File: config.mk
export PLATFORM = sky130hd
export DESIGN_NAME = receptor_32_flat
export DESIGN_NICKNAME = d
export VERILOG_FILES = /design/src/rtl/receptor_32_if.sv /design/src/rtl/receptor_32.sv /design/src/flat_wrapper.sv
export SDC_FILE = /design/constraint.sdc
export NUM_CORES = 1
export LEC_CHECK = 0
export CAP_MARGIN = 20
export CORE_AREA = 2 2 56 110
export CTS_BUF_LIST = sky130_fd_sc_hd__clkbuf_4 sky130_fd_sc_hd__clkbuf_8 sky130_fd_sc_hd__clkbuf_16
export CTS_CLUSTER_SIZE = 14
export DETAILED_ROUTE_END_ITERATION = 6
export DIE_AREA = 0 0 58 112
export PLACE_DENSITY = 0.78
export SLEW_MARGIN = 20
export SYNTH_ARGS = -nofsm -noshare
export SYNTH_HDL_FRONTEND = slang
export SYNTH_SLANG_ARGS = --single-unit
File: constraint.sdc
create_clock -name i_clk -period 3.65 [get_ports i_clk]
set_clock_uncertainty 0.15 [all_clocks]
set_input_delay 0.5475 -clock i_clk [delete_from_list [all_inputs] [get_ports i_clk]]
set_output_delay 0.5475 -clock i_clk [all_outputs]
set_load 0.01 [all_outputs]
File: src/rtl/receptor_32_if.sv
// Byte-in / word-out bundle between the UART byte receiver, the word
// assembler and the word consumer.
interface receptor_32_if #(
   parameter int NB_DATA    = 32,
   parameter int NB_TX_DATA = 8
);
   logic [NB_TX_DATA-1:0] i_rx_data;
   logic                  i_rx_valid;
   logic                  i_tick;
   logic [NB_DATA-1:0]    o_data;
   logic                  o_valid;
   logic                  o_busy;
   logic                  o_timeout;

   modport slave (
      input  i_rx_data, i_rx_valid, i_tick,
      output o_data, o_valid, o_busy, o_timeout
   );

   modport master (
      output i_rx_data, i_rx_valid, i_tick,
      input  o_data, o_valid, o_busy, o_timeout
   );
endinterface

File: src/rtl/receptor_32.sv
// Receive-side word assembler: packs little-endian bytes into one word and
// drops partial words after an inter-byte timeout measured in baud ticks.
module receptor_32 #(
   parameter int NB_DATA       = 32,
   parameter int NB_TX_DATA    = 8,
   parameter int NB_COUNT      = 3,
   parameter int NB_STATES     = 3,
   parameter int NB_TIMER      = 10,
   parameter int TIMEOUT_TICKS = 480
) (
   input  logic          i_clk,
   input  logic          i_reset,
   receptor_32_if.slave  bus
);
   localparam int NB_WORDS = NB_DATA / NB_TX_DATA;

   typedef enum logic [NB_STATES-1:0] {
      SECURE = 3'b001,
      IDLE   = 3'b010,
      RECV   = 3'b100
   } state_e;

   state_e                state_q,   state_d;
   logic [NB_DATA-1:0]    shreg_q,   shreg_d;
   logic [NB_COUNT-1:0]   count_q,   count_d;
   logic [NB_TIMER-1:0]   timer_q,   timer_d;
   logic [NB_DATA-1:0]    data_q,    data_d;
   logic                  valid_q,   valid_d;
   logic                  timeout_q, timeout_d;

   logic [NB_DATA-1:0]    shifted_s;
   logic                  last_byte_s;
   logic                  timer_full_s;

   assign shifted_s    = {bus.i_rx_data, shreg_q[NB_DATA-1:NB_TX_DATA]};
   assign last_byte_s  = (count_q == NB_COUNT'(NB_WORDS - 1));
   assign timer_full_s = (timer_q == NB_TIMER'(TIMEOUT_TICKS));

   always_ff @(posedge i_clk) begin
      if (i_reset) begin
         state_q   <= IDLE;
         shreg_q   <= {NB_DATA{1'b0}};
         count_q   <= {NB_COUNT{1'b0}};
         timer_q   <= {NB_TIMER{1'b0}};
         data_q    <= {NB_DATA{1'b0}};
         valid_q   <= 1'b0;
         timeout_q <= 1'b0;
      end else begin
         state_q   <= state_d;
         shreg_q   <= shreg_d;
         count_q   <= count_d;
         timer_q   <= timer_d;
         data_q    <= data_d;
         valid_q   <= valid_d;
         timeout_q <= timeout_d;
      end
   end

   always_comb begin
      state_d   = state_q;
      shreg_d   = shreg_q;
      count_d   = count_q;
      timer_d   = timer_q;
      data_d    = data_q;
      valid_d   = 1'b0;
      timeout_d = 1'b0;

      case (state_q)
         IDLE: begin
            timer_d = {NB_TIMER{1'b0}};
            if (bus.i_rx_valid) begin
               // count_q is 0 here, so last_byte_s only fires for one-byte words
               if (last_byte_s) begin
                  data_d  = shifted_s;
                  valid_d = 1'b1;
                  shreg_d = {NB_DATA{1'b0}};
                  count_d = {NB_COUNT{1'b0}};
               end else begin
                  shreg_d = shifted_s;
                  count_d = NB_COUNT'(1);
                  state_d = RECV;
               end
            end else begin
               state_d = IDLE;
            end
         end

         RECV: begin
            if (bus.i_rx_valid) begin
               timer_d = {NB_TIMER{1'b0}};
               if (last_byte_s) begin
                  data_d  = shifted_s;
                  valid_d = 1'b1;
                  shreg_d = {NB_DATA{1'b0}};
                  count_d = {NB_COUNT{1'b0}};
                  state_d = IDLE;
               end else begin
                  shreg_d = shifted_s;
                  count_d = count_q + NB_COUNT'(1);
               end
            end else if (timer_full_s) begin
               timeout_d = 1'b1;
               shreg_d   = {NB_DATA{1'b0}};
               count_d   = {NB_COUNT{1'b0}};
               timer_d   = {NB_TIMER{1'b0}};
               state_d   = IDLE;
            end else if (bus.i_tick) begin
               timer_d = timer_q + NB_TIMER'(1);
            end else begin
               timer_d = timer_q;
            end
         end

         SECURE: begin
            shreg_d = {NB_DATA{1'b0}};
            count_d = {NB_COUNT{1'b0}};
            timer_d = {NB_TIMER{1'b0}};
            state_d = IDLE;
         end

         default: begin
            shreg_d = {NB_DATA{1'b0}};
            count_d = {NB_COUNT{1'b0}};
            timer_d = {NB_TIMER{1'b0}};
            state_d = SECURE;
         end
      endcase
   end

   assign bus.o_data    = data_q;
   assign bus.o_valid   = valid_q;
   assign bus.o_timeout = timeout_q;
   assign bus.o_busy    = (state_q == RECV);
endmodule
File: src/flat_wrapper.sv
// flat-port wrapper written by rule: the top's interface ports become plain ports
module receptor_32_flat 
#(
   parameter int NB_DATA       = 32,
   parameter int NB_TX_DATA    = 8,
   parameter int NB_COUNT      = 3,
   parameter int NB_STATES     = 3,
   parameter int NB_TIMER      = 10,
   parameter int TIMEOUT_TICKS = 480
)
  (i_clk, i_reset, bus_i_rx_data, bus_i_rx_valid, bus_i_tick, bus_o_data, bus_o_valid, bus_o_busy, bus_o_timeout);
  receptor_32_if #(.NB_DATA(NB_DATA), .NB_TX_DATA(NB_TX_DATA)) bus_i ();
  input  logic i_clk;
  input  logic i_reset;
  input wire logic [$bits(bus_i.i_rx_data)-1:0] bus_i_rx_data;
  input wire logic [$bits(bus_i.i_rx_valid)-1:0] bus_i_rx_valid;
  input wire logic [$bits(bus_i.i_tick)-1:0] bus_i_tick;
  output wire logic [$bits(bus_i.o_data)-1:0] bus_o_data;
  output wire logic [$bits(bus_i.o_valid)-1:0] bus_o_valid;
  output wire logic [$bits(bus_i.o_busy)-1:0] bus_o_busy;
  output wire logic [$bits(bus_i.o_timeout)-1:0] bus_o_timeout;
  assign bus_i.i_rx_data = bus_i_rx_data;
  assign bus_i.i_rx_valid = bus_i_rx_valid;
  assign bus_i.i_tick = bus_i_tick;
  assign bus_o_data = bus_i.o_data;
  assign bus_o_valid = bus_i.o_valid;
  assign bus_o_busy = bus_i.o_busy;
  assign bus_o_timeout = bus_i.o_timeout;
  receptor_32 #(.NB_DATA(NB_DATA), .NB_TX_DATA(NB_TX_DATA), .NB_COUNT(NB_COUNT), .NB_STATES(NB_STATES), .NB_TIMER(NB_TIMER), .TIMEOUT_TICKS(TIMEOUT_TICKS)) u_core (.i_clk(i_clk), .i_reset(i_reset), .bus(bus_i));
endmodule
* Word level (Yosys, flattened, before mapping) *
Cells that the tools add are included.
W data, S select, Z words.

cells by class
  add/sub/neg operators = 2
  eq/ne operators = 9
  multiplexer cells = 19
  bitwise gates (word level) = 3
  reduce and logical (&&, ||, !) cells = 7

operators with widths
  kind                     count
  $mux W32                 4
  $pmux W32 S2             1
  $mux W3                  9
  $add A10 B1 Y10 const B  1
  $eq A10 B9 Y1 const B    1
  $pmux W3 S3              1
  $eq A3 B2 Y1 const B     2
  $ne A3 B2 Y1 const B     2
  $pmux W3 S2              1
  $reduce_and A3 Y1        2
  $reduce_or A3 Y1         2
  $reduce_or A4 Y1         1
  $add A3 B1 Y3 const B    1
  $eq A3 B1 Y1 const B     1
  $eq A3 B3 Y1 const B     1
  $mux W1                  3
  $ne A3 B3 Y1 const B     1
  $not A1 Y1               3
  $ne A2 B2 Y1 const B     1
  $reduce_and A2 Y1        1
  $reduce_or A2 Y1         1

storage, ports and cells
  bits in registers = 82
  input port bits = 12
  logic and storage cells = 47

* Depth between registers and ports, before layout *
  word-level depth = 4
  gate-level depth with buffers = 7
  gate-level depth less buffers = 5

* Least setup slack after synthesis *
Ideal clock, no wire load.

  kind = input to register
  start = input port bus_i_rx_valid
  end = register u_core.shreg_q[13]
  setup time = 0.072 ns
  arrival = 1.481 ns
  data required time = 3.428 ns
  path slack = 1.947 ns
  stages on the path = 5
  buffers on the path = 1
  path through = nand3b_1 > a2111oi_4 > buf_6 > nand2_1 > mux2i_1

on the way
  cells in the longest elaborated chain, start to end = 2
  elaborated cells on any way between the ends = 5
  those cells by class = 2 x eq/ne; 2 x mux; 1 x reduce/logical

ends and longest elaborated chain
  item                                                      line                text
  start, declared                                           flat_wrapper.sv:16  input wire logic [$bits(bus_i.i_rx_valid)-1:0] bus_i_rx_valid;
  $mux W32 (tied with other cells)                          receptor_32.sv:89   if (bus.i_rx_valid) begin
  $pmux W32 S2 / $reduce_and A2 Y1 (equally long branches)  --
  end signal, assigned                                      receptor_32.sv:42   shreg_q <= {NB_DATA{1'b0}};
  end signal, assigned                                      receptor_32.sv:50   shreg_q <= shreg_d;
  end, declared                                             receptor_32.sv:24   logic [NB_DATA-1:0] shreg_q, shreg_d;

Several ways; a longest one is shown, not always the timed one.
A chain may end at the register's enable or synchronous reset.

* Final worst setup path *
  start = register u_core.state_q[1]
  end = output port bus_o_busy

on the way
  cells in the longest elaborated chain, start to end = 1

ends and longest elaborated chain
  item                    line                text
  start, declared         receptor_32.sv:23   state_e state_q, state_d;
  start signal, assigned  receptor_32.sv:49   state_q <= state_d;
  $eq A3 B3 Y1            receptor_32.sv:133  assign bus.o_busy = (state_q == RECV);
  end, declared           flat_wrapper.sv:20  output wire logic [$bits(bus_i.o_busy)-1:0] bus_o_busy;

No other way between the ends.

==> impl_metrics.json <==
{
  "status": "finished, final reports clean",
  "setup.worst_path.class": "reg2out",
  "clkSinkCount": 74,
  "cts_root_buf": "clkbuf_16",
  "ys_top_cells_by_count": "nand2_1 (94), dfxtp_1 (74), a21oi_1 (34)",
  "placed_area_um2": 3460,
  "h-tree-depth": 3,
  "critical_path_arrival_ns": 1.88,
  "worst_slew_pin_slew_ns": 1.03,
  "grt_max_degree": 36,
  "drc": 0,
  "yosysTopAreaCell": "dfxtp_1",
  "dp_slack_ns": 1.25,
  "post-route-util": 0.673,
  "wl_per_cell_um": 14.3,
  "dieArea_um2": 6500,
  "row_count": 39,
  "synth_ff_type": "dfxtp_1",
  "seq_area_um2": 1480,
  "power_density_nw_per_um2": 528,
  "crit_required_ns": 2.95,
  "fill_cells": 445,
  "start_kind": "register",
  "synthTopCellsByArea": "dfxtp_1 (49%), nand2_1 (12%), mux2i_1 (8.4%)",
  "start_util": 0.529,
  "grt_util_all_layers": 0.218,
  "vias": 2458,
  "p_leak_nw": 1.40,
  "diodes": 0,
  "drive_above_1_share": 0.0566,
  "end_kind": "primary output",
  "tns_ns": 0,
  "fp.dieH_um": 112,
  "slew_headroom": 0.313,
  "syn_avg_cell_area_um2": 8.71,
  "drtIter0Drc": 81,
  "path_max_fanout": 7,
  "fp.dieW_um": 58,
  "grt_pass1_wl_um": 11000,
  "nets": 400,
  "syn_to_final_growth_pct": 27.1,
  "timing.fmax_mhz": 389,
  "worstHoldPathType": "reg2reg",
  "synthArstFlopShare": 0,
  "seq_area_frac_synth": 0.495,
  "min_period_over_period": 0.705,
  "period_minus_slack_ns": 2.57,
  "core_area_um2": 5660,
  "wl_um": 6420,
  "netlist_instances": 344,
  "ant_nets": 0,
  "first_pass_iters": 5,
  "antenna_found_initial": 0,
  "final_hold_viol_count": 0,
  "cts_hold_buf": 0,
  "ys_ff_latch": 74,
  "setup_slack_ns": 1.08,
  "rsz0062_at_grt": "false",
  "yosys.area.top_type_share": 0.495,
  "cts_buffer_depth": 2,
  "synth.net_count": 359,
  "peakVddDrop_v": 0.000518,
  "dpl.hpwl_um": 4270,
  "path_clk_slew_ns": 0.06,
  "place.gp.congestion": 0.825,
  "synth_cell_types": 34,
  "ios": 47,
  "postCtsSetupRepairBufs": 0,
  "syn_area_um2": 3000,
  "multi_input_area_um2": 1400,
  "ys_warn_count": 0,
  "via_per_inst": 5.46,
  "slew_violations": 0,
  "grt_pass1_vias": 2433,
  "finalSetupViolCount": 0,
  "max_cap_violations": 0,
  "port_buffers": 46,
  "numCtsBuffers": 9,
  "overflow": 0,
  "cts_resized": 0,
  "yosysMostFrequentCell": "nand2_1",
  "synth_edf_count": 0,
  "cts_tree": "yes",
  "clkLatencyLatePin_ns": 0.34,
  "fin_area_um2": 3810
}
[cells by family after synthesis]
group,count (synthesis),share of synthesized area
xor+xnor,10,0.0292
flops,74,0.495
compound gates,44,0.0852
mux,25,0.0835
buf+inv,24,0.0426
fa+ha+maj,3,0.0125
simple gates,164,0.252
[path summary, 6_finish.rpt]
path	start	to	slack, ns	depth (start not counted)
max reg2reg	u_core.timer_q[2]$_SDFFE_PP0P_	u_core.shreg_q[27]$_SDFFE_PP0P_	1.32	4
min reg2reg	u_core.bus.o_data[8]$_SDFFE_PP0P_	u_core.bus.o_data[8]$_SDFFE_PP0P_	0.30	2
max	u_core.state_q[1]$_SDFFE_PP1P_	bus_o_busy	1.08	3
min	u_core.bus.o_data[8]$_SDFFE_PP0P_	u_core.bus.o_data[8]$_SDFFE_PP0P_	0.30	2
[critical path, cell delays in order, from the launching register on]
cell,delay (ns)
dfxtp_1,0.36
nand2b_1,0.22
nor2_1,0.34
clkdlybuf4s50_1,0.61
[per-layer routing]
| metal | track usage | up-vias | wire length (um) |
|---|---|---|---|
| li1 | - | 1217 | - |
| met1 | 0.237 | 1167 | 2590 |
| met2 | 0.372 | 56 | 3410 |
| met3 | 0.0592 | 18 | 232 |
| met4 | 0.118 | 0 | 191 |
| met5 | 0 | - | 0 |
[placed cells by master (no fill, tap or decap)]
master / Yosys / final
and4_1: 2 / 2
nor3_1: 1 / 1
clkdlybuf4s50_1: 0 / 45
ha_1: 3 / 3
nor2_1: 18 / 18
dfxtp_1: 74 / 74
bufinv_16: 0 / 3
and4b_1: 1 / 1
nor2b_1: 1 / 1
o21ai_1: 3 / 2
inv_1: 4 / 4
o21ai_4: 0 / 1
nor4_1: 2 / 2
nand3_1: 6 / 6
or2b_1: 1 / 1
a211oi_1: 1 / 1
a21oi_1: 34 / 34
a221o_1: 1 / 1
buf_2: 3 / 1
and2b_1: 1 / 1
or4_1: 1 / 1
nand3b_1: 1 / 1
o41ai_1: 1 / 1
clkbuf_8: 0 / 2
nand4_1: 2 / 2
o21ai_0: 2 / 2
nand2b_1: 30 / 30
a31oi_1: 1 / 1
clkbuf_16: 0 / 9
mux2i_1: 25 / 25
clkinv_4: 0 / 1
and3_1: 1 / 1
xnor2_1: 5 / 5
a2111oi_4: 1 / 1
buf_4: 1 / 4
nand2_1: 94 / 94
xor2_1: 5 / 5
nand4b_1: 2 / 2
[area by class of cell]
type                       instances  area share
sequential                        74       0.389
inverter                           4     0.00394
clock inverter                     4      0.0260
multi-input combinational        246       0.367
clock buffer                      11      0.0664
timing repair buffer              50       0.128
tap                               61      0.0200
[power breakdown]
| group | leakage, nW | internal [W] | switching [W] | total [W] |
|---|---|---|---|---|
| registers | 0.598 | 0.000826 | 0.0000226 | 0.000849 |
| clock network | 0.172 | 0.000702 | 0.000331 | 0.00103 |
| logic | 0.632 | 0.0000590 | 0.0000683 | 0.000127 |
| total | 1.40 | 0.00159 | 0.000422 | 0.00201 |
[state kept, by name, indices dropped and copies added, names as in the netlist]
signal	count
u_core.bus.o_data	32
u_core.shreg_q	24
u_core.timer_q	10
u_core.count_q	3
u_core.state_q	3
u_core.bus.o_timeout	1
u_core.bus.o_valid	1
[metrics by stage]
stage	std cells	power, W	hold WS, ns
6_report	450	0.00201	0.300
4_1_cts	450	0.00202	0.304
2_1_floorplan	344	0.000962	0.277
3_3_place_gp	435	0.000991	0.288
5_1_grt	450	0.00206	0.317
3_5_place_dp	435	0.000994	0.296
Power figures use the tool's default switching activity.
